===== src/rtl/cvxif_pkg.sv =====
// Shared types and constants for the systolic-array input path.
package cvxif_pkg;

  localparam int SA_LANES = 9;
  localparam int SA_DW    = 8;

  typedef enum logic [1:0] {
    IDLE,
    RUN,
    DRAIN,
    DONE
  } skew_state_t;

endpackage


===== src/rtl/inputs_skew_unit_if.sv =====
// Window-in / skewed-lanes-out bus between im2col, the skew stage and the array.
interface inputs_skew_unit_if
  import cvxif_pkg::*;
#(
  parameter int LANES = SA_LANES,
  parameter int DW    = SA_DW
);

  logic                 i_valid;
  logic signed [DW-1:0] i_data [LANES-1:0];
  logic                 i_stall;
  logic                 o_ready;
  logic signed [DW-1:0] o_data [LANES-1:0];
  logic [LANES-1:0]     o_valid;
  logic                 o_busy;
  logic                 o_done;

  modport master (
    output i_valid, i_data, i_stall,
    input  o_ready, o_data, o_valid, o_busy, o_done
  );

  modport slave (
    input  i_valid, i_data, i_stall,
    output o_ready, o_data, o_valid, o_busy, o_done
  );

endinterface


===== src/rtl/inputs_skew_unit_lane.sv =====
// One skew lane: an enable-gated DEPTH-stage delay chain for data plus valid.
module skew_lane #(
  parameter int DW    = 8,
  parameter int DEPTH = 1
) (
  input  logic                 clk,
  input  logic                 rst,
  input  logic                 en,
  input  logic signed [DW-1:0] in_data,
  input  logic                 in_valid,
  output logic signed [DW-1:0] out_data,
  output logic                 out_valid
);

  logic signed [DW-1:0] data_q [DEPTH-1:0];
  logic [DEPTH-1:0]     vld_pipe;

  // Shift data and valid one stage per advancing cycle; hold when disabled.
  always_ff @(posedge clk or posedge rst) begin
    if (rst) begin
      for (int i = 0; i < DEPTH; i++) data_q[i] <= '0;
      vld_pipe <= '0;
    end else if (en) begin
      data_q[0]   <= in_data;
      vld_pipe[0] <= in_valid;
      for (int i = 1; i < DEPTH; i++) begin
        data_q[i]   <= data_q[i-1];
        vld_pipe[i] <= vld_pipe[i-1];
      end
    end
  end

  assign out_data  = data_q[DEPTH-1];
  assign out_valid = vld_pipe[DEPTH-1];

endmodule


===== src/rtl/inputs_skew_unit.sv =====
// Diagonal skew stage: lane k delayed k+1 cycles, with end-of-stream tracking.
module inputs_skew_unit
  import cvxif_pkg::*;
#(
  parameter int LANES = SA_LANES,
  parameter int DW    = SA_DW
) (
  input  logic              i_clk,
  input  logic              i_rst,
  inputs_skew_unit_if.slave bus
);

  localparam int            CW   = $clog2(LANES);
  // Counter value of the last DRAIN cycle; the next increment reaches LANES-1.
  localparam logic [CW-1:0] LAST = CW'(LANES - 2);

  skew_state_t          state, state_nxt;
  logic [CW-1:0]        cnt, cnt_nxt;
  logic                 adv, acc;
  logic signed [DW-1:0] lane_in [LANES-1:0];

  assign adv         = !bus.i_stall;
  assign acc         = bus.i_valid && adv;
  assign bus.o_ready = adv;
  assign bus.o_busy  = (state != IDLE);
  assign bus.o_done  = (state == DONE);

  // Bubbles enter the lanes as zeros so empty slots always read 0.
  always_comb begin
    for (int k = 0; k < LANES; k++) lane_in[k] = bus.i_valid ? bus.i_data[k] : '0;
  end

  for (genvar k = 0; k < LANES; k++) begin : g_lane
    skew_lane #(.DW(DW), .DEPTH(k + 1)) u_lane (
      .clk      (i_clk),
      .rst      (i_rst),
      .en       (adv),
      .in_data  (lane_in[k]),
      .in_valid (bus.i_valid),
      .out_data (bus.o_data[k]),
      .out_valid(bus.o_valid[k])
    );
  end

  // State and drain counter registers.
  always_ff @(posedge i_clk or posedge i_rst) begin
    if (i_rst) begin
      state <= IDLE;
      cnt   <= '0;
    end else begin
      state <= state_nxt;
      cnt   <= cnt_nxt;
    end
  end

  // Stream tracking: a bubble ends a stream, LANES-1 drain cycles flush the deepest lane.
  always_comb begin
    state_nxt = state;
    cnt_nxt   = cnt;
    if (adv) begin
      case (state)
        IDLE: if (acc) state_nxt = RUN;
        RUN: begin
          if (!bus.i_valid) begin
            state_nxt = DRAIN;
            cnt_nxt   = '0;
          end
        end
        DRAIN: begin
          if (acc) begin
            state_nxt = RUN;
            cnt_nxt   = '0;
          end else begin
            cnt_nxt = cnt + 1'b1;
            if (cnt == LAST) state_nxt = DONE;
          end
        end
        DONE:    state_nxt = acc ? RUN : IDLE;
        default: state_nxt = IDLE;
      endcase
    end
  end

endmodule


===== src/flat_wrapper.sv =====
// flat-port wrapper written by rule: the top's interface ports become plain ports
module inputs_skew_unit_flat import cvxif_pkg::*;
#(
  parameter int LANES = SA_LANES,
  parameter int DW    = SA_DW
)
  (i_clk, i_rst, bus_i_valid, bus_i_data, bus_i_stall, bus_o_ready, bus_o_data, bus_o_valid, bus_o_busy, bus_o_done);
  inputs_skew_unit_if #(.LANES(LANES), .DW(DW)) bus_i ();
  input  logic i_clk;
  input  logic i_rst;
  input wire logic [$bits(bus_i.i_valid)-1:0] bus_i_valid;
  input wire logic [$bits(bus_i.i_data)-1:0] bus_i_data;
  input wire logic [$bits(bus_i.i_stall)-1:0] bus_i_stall;
  output wire logic [$bits(bus_i.o_ready)-1:0] bus_o_ready;
  output wire logic [$bits(bus_i.o_data)-1:0] bus_o_data;
  output wire logic [$bits(bus_i.o_valid)-1:0] bus_o_valid;
  output wire logic [$bits(bus_i.o_busy)-1:0] bus_o_busy;
  output wire logic [$bits(bus_i.o_done)-1:0] bus_o_done;
  assign bus_i.i_valid = bus_i_valid;
  assign bus_i.i_data = {>>{bus_i_data}};
  assign bus_i.i_stall = bus_i_stall;
  assign bus_o_ready = bus_i.o_ready;
  assign bus_o_data = {>>{bus_i.o_data}};
  assign bus_o_valid = bus_i.o_valid;
  assign bus_o_busy = bus_i.o_busy;
  assign bus_o_done = bus_i.o_done;
  inputs_skew_unit #(.LANES(LANES), .DW(DW)) u_core (.i_clk(i_clk), .i_rst(i_rst), .bus(bus_i));
endmodule

===== config.mk =====
export PLATFORM = sky130hd
export DESIGN_NAME = inputs_skew_unit_flat
export DESIGN_NICKNAME = d
export VERILOG_FILES = /design/src/rtl/cvxif_pkg.sv /design/src/rtl/inputs_skew_unit_if.sv /design/src/rtl/inputs_skew_unit_lane.sv /design/src/rtl/inputs_skew_unit.sv /design/src/flat_wrapper.sv
export SDC_FILE = /design/constraint.sdc
export NUM_CORES = 1
export LEC_CHECK = 0
export ABC_AREA = 1
export BUFFER_PORTS_ARGS = -buffer_cell sky130_fd_sc_hd__buf_2
export CAP_MARGIN = 0
export CORE_MARGIN = 1
export CORE_UTILIZATION = 59
export CTS_CLUSTER_SIZE = 16
export DETAILED_ROUTE_END_ITERATION = 16
export PLACE_DENSITY = 0.8
export RECOVER_POWER = 100
export SLEW_MARGIN = 20
export SYNTH_ARGS = -nofsm -noshare
export SYNTH_HDL_FRONTEND = slang
export SYNTH_SLANG_ARGS = --single-unit

===== constraint.sdc =====
create_clock -name i_clk -period 34.4 [get_ports i_clk]
set_clock_uncertainty 0.1 [all_clocks]
set_input_delay 3.44 -clock i_clk [delete_from_list [all_inputs] [get_ports i_clk]]
set_output_delay 3.44 -clock i_clk [all_outputs]
set_load 0.05 [all_outputs]

==> out/metrics.yaml, run 1 <==
cts:
  clockRootBuffer: "clkbuf_16"
  clock-sinks: 375
  insertion_delay_ns: 0.51
  cts_resized: 0
  clk_pin_slew_ns: 0.06
  cts_setup_buffers: 0
  clk_path_buf_depth: 3
  htree_levels: 2
  cts_made_buffers: 38
  ctsHoldBuffers: 0
  cts_tree: "built"
setup_path:
  ff2ff_setup_slack_ns: 32.62
  r2r_end: "u_core.cnt[3]"
  crit_type: "in -> out"
  timing.rr.start: "u_core.state[0]"
  endpoint: "bus_o_ready"
  critPathRequiredTime_ns: 30.86
  cp-start-kind: "primary input"
  arrival_ns: 14.24
  crit_start: "bus_i_stall"
  r2r_cells: 7
  crit_fanout: 161
  end_kind: "output port"
synthesis:
  synth-compound-area-share_pct: 5.97
  synthTopCellsByCount: "nand2_1 (786), dfrtp_1 (375), o21ai_0 (145)"
  synthSimpleGateAreaFrac_pct: 20.6
  synth.area.mux_share_pct: 0
  synth_area_sq_um: 14800
  synth_ff_type: "dfrtp_1"
  synthAdderAreaFrac_pct: 0.509
  yosysSeqAreaShare_pct: 63.6
  synth_top_area_share_pct: 63.6
  synth-edff-count: 0
  synthesis.yosys.warnings: 0
  synth_nets: 1683
  synth_top_family_by_area: "simple AND/OR/NAND/NOR gates"
  avgSynthCellArea_sq_um: 9.21
  synth_seq_cells: 375
  synthCells: 1601
  synth_top_area_cell: "dfrtp_1"
  async_flop_share_pct: 100
  synthXorXnorAreaFrac_pct: 0
  synthTopCellsByArea: "dfrtp_1 (64%), nand2_1 (20%), o21ai_0 (4.9%)"
  yosysMostFrequentCell: "nand2_1"
  ys_types: 19
grt:
  gr-total-overflow: 0
  globalRouteTotalUtil_pct: 20.9
  grt_pass1_wl_um: 44800
  grt_pass1_vias: 9713
  grt_max_degree: 162
  antenna_found_initial: 0
die:
  rows: 57
  ios: 160
  coreArea_sq_um: 24400
  start_util_pct: 60.5
  die_w_um: 160
  die_y_um: 160
  dieArea_sq_um: 25600
timing:
  worst_pin_slew_ns: 6.29
  setup_viol: 0
  period_needed_ns: 17.78
  finalHoldViolCount: 0
  max_slew_margin_pct: -319
  slew_viol_final: 1140
  tns_ns: 0
  fmax_mhz: 56.2
  fin_crit_sh_pct: 51.7
  grt_setup_unrepaired: "no"
drt:
  first_pass_iters: 5
  routed_wl_um: 25900
  drt_iter0_drc: 729
  vias: 9828
  ant_nets: 0
  wl_per_cell_um: 12.9
  post-route-drc-count: 0
  via_per_inst: 4.91
place:
  io_buffers: 159
  dp_hpwl_um: 14500
  gp_congestion: 0.770
layout:
  multiInputGateArea_sq_um: 4000
  drive_gt1_share_pct: 7.81
  fillers: 2035
  nets: 1737
  area_growth_pct: 8.63
  num_antenna_cells: 0
  regArea_sq_um: 9380
power_and_ir_drop:
  finalPower_mw: 1.06
  power.density_nw_per_um2: 66.0
  ir_worst_vdd_uv: 57.3
  p_leak_nw: 8.42
hold_path:
  hp-start: "u_core.g_lane[5].u_lane.data_q[16]"
  min_path_cells: 2
  hold_path.class: "reg -> reg"
status:
  failed_checks: "max-capacitance violations, max-slew violations"
  status: "finished, violations left"
flow_run:
  drv_cap: 12
cell usage in the layout, fill, tap and decap left out:
| master | instances |
|---|---|
| nand2_1 | 786 |
| dfrtp_1 | 375 |
| o21ai_0 | 159 |
| clkbuf_1 | 104 |
| inv_1 | 90 |
| buf_2 | 74 |
| clkbuf_16 | 39 |
| a22o_1 | 8 |
| nand3_1 | 7 |
| nor2_1 | 7 |
| ha_1 | 6 |
| clkbuf_8 | 6 |
| clkinv_2 | 5 |
| clkinvlp_2 | 2 |
| a21oi_1 | 2 |
| nor2_4 | 1 |
| nand4_1 | 1 |
| nand3b_1 | 1 |
| o21ai_1 | 1 |
| nor2_2 | 1 |
| inv_6 | 1 |
| bufinv_16 | 1 |
| clkinvlp_4 | 1 |
kinds of logic (layout without fill, tap and decap cells):
logic type | after synthesis | after routing
simple gates | 804 | 804
flops | 375 | 375
buf+inv | 246 | 323
compound gates | 170 | 170
fa+ha+maj | 6 | 6
sequential cells by signal, summed over array words and instances (netlist names):
signal / count
u_core.state: 2
u_core.g_lane.u_lane.vld_pipe: 9
u_core.cnt: 4
u_core.g_lane.u_lane.out_data: 72
u_core.g_lane.u_lane.data_q: 288
layer usage:
| metal | global-route usage [%] | vias to the layer above | routed length (um) |
|---|---|---|---|
| li1 | - | 4913 | - |
| met1 | 28.2 | 4699 | 12000 |
| met2 | 34.8 | 178 | 12400 |
| met3 | 4.05 | 38 | 1020 |
| met4 | 6.06 | 0 | 466 |
| met5 | 0 | - | 0 |
worst max-delay path, stage by stage:
cell and delay (ns):
clkbuf_1 4.32, clkinvlp_2 5.80, clkbuf_1 0.62
how the worst min path moves through the flow:
stage / endpoint
CTS: u_core.g_lane[5].u_lane.data_q[24]
finish: u_core.g_lane[5].u_lane.data_q[24]
global placement: u_core.g_lane[8].u_lane.out_data[6]
global route: u_core.g_lane[3].u_lane.out_data[1]
detailed placement: u_core.g_lane[4].u_lane.data_q[31]
floorplan: u_core.g_lane[2].u_lane.out_data[0]
where the power goes:
group          internal (mW)  switching (mW)
sequential             0.495          0.0278
clock                  0.228           0.158
combinational         0.0372           0.112
cell type report:
class	instances	area share [%]
sequential	375	58.6
tap	324	2.53
inverter	92	2.17
clock inverter	8	0.445
multi-input combinational	980	25.0
clock buffer	55	6.84
timing repair buffer	168	4.51
per-stage QoR:
step	instance area (sq um)	utilization, %	std cells	setup WS (ns)	hold WS [ns]
6_report	16000	65.7	2002	16.62	0.356
5_1_grt	16000	65.7	2002	16.04	0.385
4_1_cts	16200	66.3	2001	25.93	0.364
3_5_place_dp	15000	61.6	1938	25.93	0.352
3_3_place_gp	15000	61.6	1938	25.94	0.348
2_1_floorplan	14800	-	1601	20.44	0.342
(Power assumes the default switching activity.)
==> run 2, diff against run 1 <==
--- a/config.mk
+++ b/config.mk
@@ -5,14 +5,14 @@
 export SDC_FILE = /design/constraint.sdc
 export NUM_CORES = 1
 export LEC_CHECK = 0
-export ABC_AREA = 1
+export ABC_AREA = 0
 export BUFFER_PORTS_ARGS = -buffer_cell sky130_fd_sc_hd__buf_2
 export CAP_MARGIN = 0
 export CORE_MARGIN = 1
-export CORE_UTILIZATION = 59
+export CORE_UTILIZATION = 58
 export CTS_CLUSTER_SIZE = 16
 export DETAILED_ROUTE_END_ITERATION = 16
-export PLACE_DENSITY = 0.8
+export PLACE_DENSITY = 0.79
 export RECOVER_POWER = 100
 export SLEW_MARGIN = 20
 export SYNTH_ARGS = -nofsm -noshare
==> constraint.sdc (replaced) <==
create_clock -name i_clk -period 18.02 [get_ports i_clk]
set_clock_uncertainty 0.1 [all_clocks]
set_input_delay 1.802 -clock i_clk [delete_from_list [all_inputs] [get_ports i_clk]]
set_output_delay 1.802 -clock i_clk [all_outputs]
set_load 0.05 [all_outputs]
==> out/metrics.yaml, run 2 <==
place:
  gp_congestion: 0.709
  dp_hpwl_um: 13200
  pre_cts_ws_ns: 12.91
  io_buffers: 159
power_and_ir_drop:
  p_sw_uw: 622
  swShare_pct: 28.3
  p_clk_share_pct: 33.9
  finalPower_mw: 2.20
  p_int_mw: 1.58
  ir_worst_vdd_uv: 95.0
  p_leak_nw: 7.74
  pwr-share-comb_pct: 18.1
  power.density_nw_per_um2: 138
  pwr-share-seq_pct: 48.0
synthesis:
  ys_types: 27
  synthSimpleGateAreaFrac_pct: 0.874
  async_flop_share_pct: 100
  synth_area_sq_um: 14500
  synth-compound-area-share_pct: 4.89
  yosysMostFrequentCell: "dfrtp_1"
  synth_top_area_cell: "dfrtp_1"
  synth.area.mux_share_pct: 23.1
  synthTopCellsByCount: "dfrtp_1 (375), mux2_2 (296), buf_4 (74)"
  synth_ff_type: "dfrtp_1"
  synthCells: 913
  synth_nets: 995
  synth_top_area_share_pct: 64.9
  synth_seq_cells: 375
  synth-edff-count: 0
  avgSynthCellArea_sq_um: 15.8
  yosysSeqAreaShare_pct: 64.9
  synthAdderAreaFrac_pct: 0.519
  synth_top_family_by_area: "multiplexers"
  synthesis.yosys.warnings: 0
  synthTopCellsByArea: "dfrtp_1 (65%), mux2_2 (23%), a22o_1 (4.3%)"
  synthXorXnorAreaFrac_pct: 0
cts:
  cts_tree: "built"
  htree_levels: 2
  cts_resized: 0
  ctsHoldBuffers: 0
  clock-sinks: 375
  cts_made_buffers: 38
  insertion_delay_ns: 0.50
  clk_path_buf_depth: 3
  cts_setup_buffers: 0
  clk_pin_slew_ns: 0.06
  clockRootBuffer: "clkbuf_16"
flow_run:
  drv_cap: 7
timing:
  setup_viol: 0
  finalHoldViolCount: 0
  max_slew_margin_pct: -329
  worst_pin_slew_ns: 6.40
  period_needed_ns: 8.89
  fin_crit_sh_pct: 49.4
  slew_viol_final: 618
  tns_ns: 0
  fmax_mhz: 112
  setup_slack_ns: 9.13
  grt_setup_unrepaired: "no"
die:
  rows: 57
  die_y_um: 160
  coreArea_sq_um: 24400
  start_util_pct: 59.3
  ios: 160
  die_w_um: 160
  dieArea_sq_um: 25600
drt:
  vias: 7217
  post-route-drc-count: 0
  drt_iter0_drc: 461
  wl_per_cell_um: 16.3
  via_per_inst: 5.37
  first_pass_iters: 4
  ant_nets: 0
  routed_wl_um: 21900
layout:
  final_cell_mix: "dfrtp_1 (375), mux2_2 (295), clkbuf_1 (102), buf_2 (74), a22o_1 (71)"
  top_register: "u_core.g_lane.u_lane.data_q"
  nets: 1078
  drive_gt1_share_pct: 41.8
  area_growth_pct: 10.5
  layout_commonest_cell: "dfrtp_1"
  largest_register_ffs: 288
setup_path:
  critPathRequiredTime_ns: 17.64
  arrival_ns: 8.51
  r2r_cells: 6
  end_kind: "async pin"
  cp-start-kind: "primary input"
  crit_fanout: 153
  crit_type: "in -> async"
grt:
  grt_pass1_vias: 7302
  grt_max_degree: 154
  globalRouteTotalUtil_pct: 17.6
  gr-total-overflow: 0
  grt_pass1_wl_um: 36900
  antenna_found_initial: 2
status:
  failed_checks: "max-capacitance violations, max-slew violations"
  status: "finished, violations left"
hold_path:
  hold_path.class: "reg -> reg"
  min_path_cells: 1
## run 2: cell count changes after synthesis, sizes merged, moves of 3 or more
cell,before,now
a22o,8,71
buf,140,123
clkbuf,14,0
inv,92,5
mux2,0,296
nand2,786,10
nand3,7,4
nor2,9,1
o21ai,160,4
## run 2: final timing paths
kind | slack, ns | to | start
min in group asynchronous | 3.21 | u_core.g_lane[8].u_lane.data_q[39] | i_rst
max in group i_clk | 9.18 | u_core.cnt[2] | bus_i_stall
setup reg to reg | 16.14 | u_core.cnt[3] | u_core.state[1]
hold reg to reg | 0.40 | u_core.g_lane[5].u_lane.data_q[30] | u_core.g_lane[5].u_lane.data_q[22]
setup / recovery | 9.13 | u_core.g_lane[4].u_lane.out_data[0] | i_rst
hold / removal | 0.40 | u_core.g_lane[5].u_lane.data_q[30] | u_core.g_lane[5].u_lane.data_q[22]
## run 2: cell families after synthesis
group / Yosys count
flops: 375
simple gates: 24
fa+ha+maj: 6
compound gates: 84
mux: 296
buf+inv: 128
## run 2: layout make-up
cell class,instances,area [sq um]
Antenna cell,1,2.50
Clock buffer,58,1140
Clock inverter,5,56.3
Fill cell,1835,8410
Inverter,5,20.0
Multi-Input combinational cell,410,4240
Sequential cell,375,9380
Tap cell,324,405
Timing Repair Buffer,166,727
## run 2: metrics by stage
stage | utilization (%) | cells | cell area, sq um | hold slack, ns
2_1_floorplan | - | 913 | 14500 | 0.349
3_3_place_gp | 61.2 | 1280 | 14900 | 0.379
3_5_place_dp | 61.2 | 1280 | 14900 | 0.387
4_1_cts | 66.1 | 1343 | 16100 | 0.400
5_1_grt | 65.5 | 1344 | 16000 | 0.406
6_report | 65.5 | 1344 | 16000 | 0.398
## run 2: power by group through the flow
stage	Clock, mW	Combinational (mW)	Sequential, mW
2_1_floorplan	0	0.383	1.05
6_report	0.746	0.398	1.06
3_5_place_dp	0	0.411	1.07
3_3_place_gp	0	0.400	1.06
4_1_cts	0.769	0.413	1.06
5_1_grt	0.802	0.425	1.08
## run 2: routing by layer
metal	wire [um]	vias up	global-route usage, %
li1	-	3336	-
met2	10500	135	28.3
met1	9880	3704	24.3
met3	1020	40	3.87
met4	474	2	5.32
met5	13	-	0
## run 2: critical path, stage by stage
cell        delay (ns)
buf_2             0.10
clkinvlp_2        3.53
clkbuf_1          2.94
==> run 3, diff against run 2 <==
--- a/config.mk
+++ b/config.mk
@@ -5,7 +5,7 @@
 export SDC_FILE = /design/constraint.sdc
 export NUM_CORES = 1
 export LEC_CHECK = 0
-export ABC_AREA = 0
+export ABC_AREA = 1
 export BUFFER_PORTS_ARGS = -buffer_cell sky130_fd_sc_hd__buf_2
 export CAP_MARGIN = 0
 export CORE_MARGIN = 1
==> constraint.sdc (replaced) <==
create_clock -name i_clk -period 9 [get_ports i_clk]
set_clock_uncertainty 0.1 [all_clocks]
set_input_delay 0.9 -clock i_clk [delete_from_list [all_inputs] [get_ports i_clk]]
set_output_delay 0.9 -clock i_clk [all_outputs]
set_load 0.05 [all_outputs]
==> out/metrics.yaml, run 3 (same netlist as run 1, synthesis figures left out) <==
power_and_ir_drop:
  p_int_mw: 3.00
  pwr-share-comb_pct: 13.6
  finalPower_mw: 4.16
  power.density_nw_per_um2: 257
  swShare_pct: 27.8
  ir_worst_vdd_uv: 185
  p_clk_share_pct: 38.5
  p_leak_nw: 8.51
  p_sw_mw: 1.16
  pwr-share-seq_pct: 48.0
place:
  gp_congestion: 0.744
  io_buffers: 159
  dp_hpwl_um: 14700
  place_inst: 1945
die:
  die_y_um: 161
  dieArea_sq_um: 26100
  start_util_pct: 58.9
  rows: 58
  ios: 160
  coreArea_sq_um: 25000
  die_w_um: 161
status:
  status: "finished, violations left"
  failed_checks: "max-capacitance violations, max-slew violations"
layout:
  largest_register_ffs: 288
  layout_commonest_cell: "nand2_1"
  top_register: "u_core.g_lane.u_lane.data_q"
  drive_gt1_share_pct: 8.25
  area_growth_pct: 9.68
  utilization_pct: 64.6
  final_cell_mix: "nand2_1 (786), dfrtp_1 (375), o21ai_0 (159), clkbuf_1 (101), inv_1 (90)"
  final_cells: 2015
  nets: 1737
setup_path:
  path_cells: "buf_8 > clkbuf_1 > buf_4 > o21ai_0"
  critPathBufInv: 3
  crit_fanout: 158
  crit_family: "buffers and inverters"
  cp-start-kind: "primary input"
  ff2ff_setup_slack_ns: 7.34
  end_kind: "flop"
  crit_type: "in -> reg"
  arrival_ns: 5.67
  r2r_cells: 7
  path_depth: 4
  critPathRequiredTime_ns: 9.24
  worst_path_largest_cell_delay_ns: 2.68
  r2r_end: "u_core.cnt[3]"
  timing.rr.start: "u_core.state[0]"
  crit_path_top_delay_cell: "clkbuf_1"
hold_path:
  hold_path.class: "reg -> reg"
  hold-path-endpoint: "u_core.g_lane[5].u_lane.data_q[22]"
  min_path_cells: 2
  hp-start: "u_core.g_lane[5].u_lane.data_q[14]"
cts:
  cts_setup_buffers: 0
  clock-sinks: 375
  clk_pin_slew_ns: 0.06
  insertion_delay_ns: 0.51
  cts_made_buffers: 38
  ctsHoldBuffers: 0
  clockRootBuffer: "clkbuf_16"
  clk_path_buf_depth: 3
  cts_resized: 0
  cts_tree: "built"
  htree_levels: 2
timing:
  finalHoldWorstSlack_ns: 0.363
  fin_crit_sh_pct: 60.3
  finalHoldViolCount: 0
  worst_pin_slew_ns: 4.14
  tns_ns: 0
  grt_setup_unrepaired: "no"
  fmax_mhz: 184
  setup_viol: 0
  max_slew_margin_pct: -176
  slew_viol_final: 641
  period_needed_ns: 5.42
drt:
  drt_iter0_drc: 931
  vias: 9877
  first_pass_iters: 5
  via_per_inst: 4.90
  ant_nets: 0
  routed_wl_um: 26100
  post-route-drc-count: 0
  wl_per_cell_um: 12.9
grt:
  globalRouteTotalUtil_pct: 20.6
  antenna_found_initial: 1
  gr-total-overflow: 0
  grt_pass1_vias: 9257
  grt_max_degree: 159
  grt_pass1_wl_um: 44200
flow_run:
  drv_cap: 8
run 3: how the worst max path moves through the flow:
stage                 from                                 end  slack (ns)
2_1_floorplan        i_rst                       u_core.cnt[0]        2.96
3_3_place_gp   bus_i_stall  u_core.g_lane[6].u_lane.data_q[11]        5.14
3_5_place_dp   bus_i_stall   u_core.g_lane[7].u_lane.data_q[9]        5.08
4_1_cts        bus_i_stall                         bus_o_ready        5.61
5_1_grt              i_rst  u_core.g_lane[8].u_lane.data_q[34]        2.85
6_report       bus_i_stall  u_core.g_lane[6].u_lane.data_q[11]        3.58
run 3: power by group through the flow:
stage | clock network, mW | logic (mW) | registers, mW
finish | 1.60 | 0.564 | 2.00
global route | 1.70 | 0.630 | 2.02
CTS | 1.64 | 0.589 | 1.99
detailed placement | 0 | 0.585 | 2.02
global placement | 0 | 0.564 | 2.01
floorplan | 0 | 0.517 | 2.01
run 3: area by class of cell:
class | count | area (sq um)
Antenna cell | 1 | 2.50
Fill cell | 2085 | 8860
Sequential cell | 375 | 9380
Tap cell | 330 | 413
Clock inverter | 10 | 129
Clock buffer | 59 | 1160
Timing Repair Buffer | 168 | 743
Inverter | 92 | 354
Multi-Input combinational cell | 980 | 3990
run 3: metrics by stage:
step	instance area (sq um)	setup slack [ns]
floorplan	14800	2.96
global placement	15000	5.14
detailed placement	15000	5.08
CTS	16300	5.61
global route	16200	2.85
finish	16200	3.58
run 3: routing by layer:
metal | track usage (%) | up-vias | routed length (um)
met5 | 0 | - | 0
met4 | 6.82 | 0 | 503
met3 | 3.93 | 45 | 1180
met2 | 32.1 | 190 | 12200
met1 | 29.3 | 4710 | 12200
li1 | - | 4932 | -
run 3: worst reg2reg max path: cells and delay by family (launching register included):
family	cells	cell delay, ns
flops	1	0.42
buf+inv	1	0.13
fa+ha+maj	1	0.32
simple gates	5	0.58
